===== config.mk =====
export PLATFORM = sky130hd
export DESIGN_NAME = activation_skew_feeder
export DESIGN_NICKNAME = d
export VERILOG_FILES = /design/src/rtl/tpu_pkg.sv /design/src/rtl/activation_skew_feeder_fifo.sv /design/src/rtl/activation_skew_feeder.sv
export SDC_FILE = /design/constraint.sdc
export NUM_CORES = 1
export LEC_CHECK = 0
export CAP_MARGIN = 20
export CORE_MARGIN = 2
export CORE_UTILIZATION = 55
export CTS_CLUSTER_DIAMETER = 50
export DETAILED_ROUTE_END_ITERATION = 10
export PLACE_DENSITY = 0.79
export SLEW_MARGIN = 20
export SYNTH_ARGS = -nofsm -noshare
export SYNTH_HDL_FRONTEND = slang
export SYNTH_SLANG_ARGS = --single-unit

===== constraint.sdc =====
create_clock -name clk -period 5.47 [get_ports clk]
set_input_delay 1.094 -clock clk [delete_from_list [all_inputs] [get_ports clk]]
set_output_delay 1.094 -clock clk [all_outputs]
set_load 0.05 [all_outputs]

===== src/rtl/tpu_pkg.sv =====
// Shared TPU definitions.
//
// Contents:
//   ACT_DATA_W       canonical activation element width
//   act_pair_t       one unified-buffer vector for the 2-row array: {last, row1, row0}
//   skew_state_e     activation skew feeder FSM states
//   ST_*             logic-typed state constants for state registers
//   next_skew_state  next-state rule of the skew feeder, evaluated on advancing edges
package tpu_pkg;

    localparam int ACT_DATA_W = 8;

    typedef struct packed {
        logic                  last;
        logic [ACT_DATA_W-1:0] row1;
        logic [ACT_DATA_W-1:0] row0;
    } act_pair_t;

    typedef enum logic [1:0] {
        IDLE   = 2'd0,
        STREAM = 2'd1,
        DRAIN  = 2'd2
    } skew_state_e;

    localparam logic [1:0] ST_IDLE   = IDLE;
    localparam logic [1:0] ST_STREAM = STREAM;
    localparam logic [1:0] ST_DRAIN  = DRAIN;

    // A pop always decides the state from its last flag. Without a pop,
    // DRAIN has finished handing its final row1 to the delay stage and
    // returns to IDLE; STREAM keeps streaming bubbles until more data arrives.
    function automatic logic [1:0] next_skew_state(input logic [1:0] cur,
                                                   input logic       pop,
                                                   input logic       last);
        logic [1:0] nxt;
        nxt = cur;
        if (pop) begin
            nxt = last ? ST_DRAIN : ST_STREAM;
        end else if (cur == ST_DRAIN) begin
            nxt = ST_IDLE;
        end
        return nxt;
    endfunction

endpackage


===== src/rtl/activation_skew_feeder_fifo.sv =====
// skew_fifo: small synchronous, non-fall-through FIFO.
//
// Ports:
//   clk, reset        clock, synchronous active-high reset (empties the FIFO)
//   push, push_data   write request; ignored while full
//   pop,  pop_data    read request; pop_data shows the head entry whenever non-empty
//   full, empty       status from the registered occupancy count
//   count             registered occupancy (0..DEPTH)
//
// A word written on an edge is only visible as the head after that edge, so
// the earliest pop is one cycle after the push. The head is read
// asynchronously from the storage array: the consumer pops and uses the
// data on the same edge, and the array is only a handful of entries deep.
module skew_fifo #(
    parameter int WIDTH = 17,
    parameter int DEPTH = 4
) (
    input  logic                     clk,
    input  logic                     reset,
    input  logic                     push,
    input  logic [WIDTH-1:0]         push_data,
    input  logic                     pop,
    output logic [WIDTH-1:0]         pop_data,
    output logic                     full,
    output logic                     empty,
    output logic [$clog2(DEPTH):0]   count
);

    localparam int AW = $clog2(DEPTH);

    logic [WIDTH-1:0] mem [DEPTH];
    logic [AW-1:0]    wr_ptr_reg;
    logic [AW-1:0]    rd_ptr_reg;
    logic [AW:0]      count_reg;
    logic             push_ok;
    logic             pop_ok;

    assign full     = (count_reg == (AW+1)'(DEPTH));
    assign empty    = (count_reg == '0);
    assign count    = count_reg;
    assign pop_data = mem[rd_ptr_reg];

    // A full FIFO refuses a push even when a pop frees a slot on the same edge.
    assign push_ok = push && !full;
    assign pop_ok  = pop && !empty;

    // Storage carries no reset; stale entries are never visible because the
    // pointers and count are cleared.
    always_ff @(posedge clk) begin
        if (push_ok) begin
            mem[wr_ptr_reg] <= push_data;
        end
    end

    always_ff @(posedge clk) begin
        if (reset) begin
            wr_ptr_reg <= '0;
            rd_ptr_reg <= '0;
            count_reg  <= '0;
        end else begin
            if (push_ok) begin
                wr_ptr_reg <= wr_ptr_reg + 1'b1;
            end
            if (pop_ok) begin
                rd_ptr_reg <= rd_ptr_reg + 1'b1;
            end
            case ({push_ok, pop_ok})
                2'b10:   count_reg <= count_reg + 1'b1;
                2'b01:   count_reg <= count_reg - 1'b1;
                default: count_reg <= count_reg;
            endcase
        end
    end

endmodule


===== src/rtl/activation_skew_feeder.sv =====
// activation_skew_feeder: buffers row-aligned activation pairs and feeds them
// diagonally skewed into a 2-row systolic array (row 1 lags row 0 by exactly
// one advancing edge).
//
// Ports:
//   clk, reset                clock, synchronous active-high reset
//   in_valid/in_ready         upstream handshake (in_ready = FIFO not full, low in reset)
//   in_row0, in_row1, in_last activation pair and end-of-batch flag
//   out_ready                 array advance enable; low freezes the skew pipeline
//   skew_valid0/skew_row0     array row 0 input
//   skew_valid1/skew_row1     array row 1 input (one cycle behind row 0)
//   batch_done                qualifies skew_valid1 as the last pair's row 1
//   busy                      FSM not IDLE or FIFO non-empty
//
// Build option SKEW_ZERO_FILL_EN: when defined, bubble cycles also force the
// row data to zero; otherwise the data registers hold and only the valids drop.
module activation_skew_feeder
    import tpu_pkg::*;
#(
    parameter int DATA_W     = ACT_DATA_W,
    parameter int FIFO_DEPTH = 4
) (
    input  logic              clk,
    input  logic              reset,
    input  logic              in_valid,
    output logic              in_ready,
    input  logic [DATA_W-1:0] in_row0,
    input  logic [DATA_W-1:0] in_row1,
    input  logic              in_last,
    input  logic              out_ready,
    output logic              skew_valid0,
    output logic [DATA_W-1:0] skew_row0,
    output logic              skew_valid1,
    output logic [DATA_W-1:0] skew_row1,
    output logic              batch_done,
    output logic              busy
);

    // Same layout as act_pair_t, sized by this instance's DATA_W.
    typedef struct packed {
        logic              last;
        logic [DATA_W-1:0] row1;
        logic [DATA_W-1:0] row0;
    } pair_t;

    pair_t                         push_pair;
    pair_t                         head_pair;
    logic                          fifo_full;
    logic                          fifo_empty;
    logic [$clog2(FIFO_DEPTH):0]   fifo_count;
    logic                          push;
    logic                          pop;

    logic [1:0]                    state_reg;
    logic                          skew_valid0_reg;
    logic [DATA_W-1:0]             skew_row0_reg;
    logic                          dly_valid_reg;
    logic                          dly_last_reg;
    logic [DATA_W-1:0]             row1_dly_reg;
    logic                          skew_valid1_reg;
    logic [DATA_W-1:0]             skew_row1_reg;
    logic                          batch_done_reg;

    // Holding in_ready low during reset keeps upstream from handing over a
    // pair that the reset would silently drop.
    assign in_ready  = !fifo_full && !reset;
    assign push      = in_valid && in_ready;
    assign pop       = out_ready && !fifo_empty;
    assign push_pair = '{last: in_last, row1: in_row1, row0: in_row0};

    skew_fifo #(
        .WIDTH ($bits(pair_t)),
        .DEPTH (FIFO_DEPTH)
    ) u_fifo (
        .clk       (clk),
        .reset     (reset),
        .push      (push),
        .push_data (push_pair),
        .pop       (pop),
        .pop_data  (head_pair),
        .full      (fifo_full),
        .empty     (fifo_empty),
        .count     (fifo_count)
    );

    // Every register only moves on an advancing edge, so a stall freezes
    // row 0, the delay stage and row 1 together and the skew stays one.
    always_ff @(posedge clk) begin
        if (reset) begin
            state_reg       <= ST_IDLE;
            skew_valid0_reg <= 1'b0;
            skew_row0_reg   <= '0;
            dly_valid_reg   <= 1'b0;
            dly_last_reg    <= 1'b0;
            row1_dly_reg    <= '0;
            skew_valid1_reg <= 1'b0;
            skew_row1_reg   <= '0;
            batch_done_reg  <= 1'b0;
        end else if (out_ready) begin
            state_reg       <= next_skew_state(state_reg, pop, head_pair.last);
            skew_valid0_reg <= pop;
            dly_valid_reg   <= pop;
            dly_last_reg    <= pop && head_pair.last;
            skew_valid1_reg <= dly_valid_reg;
            batch_done_reg  <= dly_valid_reg && dly_last_reg;
`ifdef SKEW_ZERO_FILL_EN
            skew_row0_reg   <= pop ? head_pair.row0 : '0;
            row1_dly_reg    <= pop ? head_pair.row1 : '0;
            skew_row1_reg   <= row1_dly_reg;
`else
            if (pop) begin
                skew_row0_reg <= head_pair.row0;
                row1_dly_reg  <= head_pair.row1;
            end
            if (dly_valid_reg) begin
                skew_row1_reg <= row1_dly_reg;
            end
`endif
        end
    end

    assign skew_valid0 = skew_valid0_reg;
    assign skew_row0   = skew_row0_reg;
    assign skew_valid1 = skew_valid1_reg;
    assign skew_row1   = skew_row1_reg;
    assign batch_done  = batch_done_reg;
    assign busy        = (state_reg != ST_IDLE) || (fifo_count != '0);

endmodule


==> reports/qor.csv <==
stage,metric,value,unit
clock_network,cts_resized,0,
global_routing,grt_max_degree,40,
clock_network,cts_tree,yes,
global_routing,grt_pass1_vias,2151,
power_and_ir_drop,p_comb_frac,0.244,
placement,gp_congestion,0.776,
floorplanning,core,7180,µm²
final_layout,drive_above_1_share,0.0978,
synthesis,syn_nets,298,
global_routing,grt_overflow_total,0,
outcome,outcome,finished clean,
route,drt_iter0_markers,121,
final_layout,final_common_cell,edfxtp_1,
synthesis,syn_area,4010,µm²
clock_network,clk_pin_slew,0.10,ns
worst_setup_path,crit_path_end,in_ready,
worst_setup_path,ff2ff_setup_slack,2.89,ns
route,vias_per_cell,5.29,
sta,hold_violations,0,
sta,fmax,0.264,GHz
placement,placed_cells,400,
power_and_ir_drop,p_int,1330,µW
worst_setup_path,critical_path_arrival,2.69,ns
clock_network,cts_setup_buffers,0,
clock_network,clock_latency,0.36,ns
route,dr.pass1.iters,4,
final_layout,top_register,u_fifo.mem,
route,wl_met2,3400,µm
sta,tightest_slew,0.896,ns
floorplanning,io_pins,42,
route,wl_per_cell,16.0,µm
synthesis,netlist_instances,271,
sta,setup_viol,0,
power_and_ir_drop,seqPwrFrac,0.530,
run,cap_violations,0,
sta,rsz0062_at_grt,false,
clock_network,cts_buffer_depth,2,
floorplanning,rows,31,
worst_setup_path,reg2reg_from,u_fifo.count[0]$_SDFFE_PP0P_,
worst_setup_path,crit_type,input pin to primary output,
final_layout,post-route-util,0.650,
power_and_ir_drop,peakVddDrop,0.280,mV
final_layout,finalNonFillerCells,416,
sta,post-route-period-util,0.692,
route,drtAntennaViolNets,0,
min_path,hp-class,flop to flop,
clock_network,h-tree-depth,3,
worst_setup_path,critPathLaunch,reset,
synthesis,synth_top_area_cell,edfxtp_1,
clock_network,root_buffer,clkbuf_8,
final_layout,final_cell_mix,"68 x edfxtp_1, 52 x nand2_1, 41 x clkdlybuf4s50_1",
worst_setup_path,crit_required,4.38,ns
synthesis,ys_top_cells_by_area,"edfxtp_1 51%, dfxtp_1 19%, mux4_2 5.6%, nand2_1 4.9%, mux4_1 4.6%",
worst_setup_path,crit_path_start_kind,input pin,
synthesis,yosysWarnings,0,
synthesis,ys_seq_area_frac,0.704,
route,routed_wirelength,6680,µm
route,wl_met1,2780,µm
sta,fin_crit,3.78,ns
floorplanning,die_h,89.4,µm
power_and_ir_drop,p_total,1950,µW
worst_setup_path,rr_worst_depth,9,
global_routing,grtUsageTotal,0.185,
power_and_ir_drop,switchingPower,627,µW
global_routing,antenna_found_initial,0,
worst_setup_path,cp-end-kind,primary output,
placement,portBuffers,41,
final_layout,diodes,0,
synthesis,synth_seq_cells,107,
power_and_ir_drop,switching_share,0.321,
placement,dp_hpwl,4350,µm
final_layout,largest_register_ffs,68,
floorplanning,start_util,0.559,
sta,finalSetupTns,0,ns
final_layout,area_growth,16.2,%
route,drc,0,
synthesis,netlist.area_leader.share,0.509,
synthesis,avgSynthCellArea,14.8,µm²
floorplanning,design.die.area,7990,µm²
route,vias,2201,
clock_network,cts_sinks,107,
power_and_ir_drop,p_leak,0.00151,µW
worst_setup_path,crit_fanout,39,
clock_network,numCtsBuffers,9,
final_layout,nets,339,
floorplanning,dieWidth,89.4,µm
synthesis,synth.distinct_cells,30,
worst_setup_path,timing.rr.end,u_fifo.count[2]$_SDFFE_PP0P_,
global_routing,grt_pass1_wl,10600,µm
sta,slew_viol_final,0,
sta,whs,0.454,ns
sta,slew-limit-headroom,0.403,
route,wl_met3,390,µm
power_and_ir_drop,power_density,419,nW/µm²
sta,fin_skew,0.0108,ns
power_and_ir_drop,clkPwrFrac,0.226,
final_layout,fill_cells,506,
route,highest_layer,met4,
clock_network,cts_hold_buf,0,
==> worst min-delay path by stage <==
stage / startpoint / to / depth (start not counted)
after floorplan: row1_dly_reg[0]$_SDFFE_PP0P_ / skew_row1[0]$_SDFFE_PP0P_ / 2
after global placement: row1_dly_reg[5]$_SDFFE_PP0P_ / skew_row1[5]$_SDFFE_PP0P_ / 2
after detailed placement: row1_dly_reg[1]$_SDFFE_PP0P_ / skew_row1[1]$_SDFFE_PP0P_ / 2
after CTS: row1_dly_reg[5]$_SDFFE_PP0P_ / skew_row1[5]$_SDFFE_PP0P_ / 2
after global routing: row1_dly_reg[5]$_SDFFE_PP0P_ / skew_row1[5]$_SDFFE_PP0P_ / 2
final: row1_dly_reg[5]$_SDFFE_PP0P_ / skew_row1[5]$_SDFFE_PP0P_ / 2
==> kinds of logic (layout without fill, tap and decap cells) <==
group | Yosys count | after routing | synth area share
muxes | 19 | 19 | 0.107
buffers and inverters | 22 | 68 | 0.0306
and+or+nand+nor | 77 | 77 | 0.0833
AOI/OAI and AO/OA | 37 | 37 | 0.0480
xor gates and xnor gates | 3 | 3 | 0.00655
DFF | 107 | 107 | 0.704
adders and majority gates | 6 | 6 | 0.0206
==> synth_stat cells <==
library cell and count:
a21oi_1 33, and2_1 5, buf_1 2, buf_12 1, buf_2 4, buf_4 1, buf_6 2, clkbuf_1 3
dfxtp_1 39, edfxtp_1 68, fa_1 1, ha_1 5, inv_1 9, mux2_2 1, mux2i_1 1, mux4_1 7
mux4_2 10, nand2_1 52, nand2b_1 4, nand3_1 1, nor2_1 9, nor2b_1 1, nor3_1 1, nor3b_1 1
nor3b_2 1, o21ai_0 3, o31ai_2 1, or3_1 2, xnor2_1 1, xor2_1 2
==> metal layers <==
metal,track usage,vias up
met5,0,-
met4,0.0556,0
met3,0.0619,10
met2,0.296,63
met1,0.244,1070
li1,-,1058
==> cell type report <==
type                            instances  area (µm²)  share of cell area
Inverter                                9        33.8             0.00725
Sequential cell                       107        2820               0.606
Multi-Input combinational cell        142        1070               0.229
Timing Repair Buffer                   43         425              0.0913
Clock buffer                            9         124              0.0266
Clock inverter                          7        63.8              0.0137
Tap cell                               99         124              0.0266
==> power groups by stage <==
| stage | sequential, µW | clock (µW) | combinational [µW] |
|---|---|---|---|
| 2_1_floorplan | 1070 | 0 | 340 |
| 3_3_place_gp | 1050 | 0 | 464 |
| 3_5_place_dp | 1050 | 0 | 480 |
| 4_1_cts | 1040 | 456 | 482 |
| 5_1_grt | 1050 | 495 | 518 |
| 6_report | 1040 | 442 | 477 |
==> critical path, cell delays in order <==
cell	delay (ns)
clkdlybuf4s50_1	0.45
buf_4	0.35
nor2_1	0.09
clkdlybuf4s50_1	0.71
==> per-stage QoR <==
stage / worst slack, ns / cell area (µm²)
after global routing: 1.60 / 4660
after CTS: 1.68 / 4660
after detailed placement: 1.57 / 4470
after floorplan: 2.22 / 4010
after global placement: 1.68 / 4470
final: 1.69 / 4660
Power figures use the tool's default switching activity.
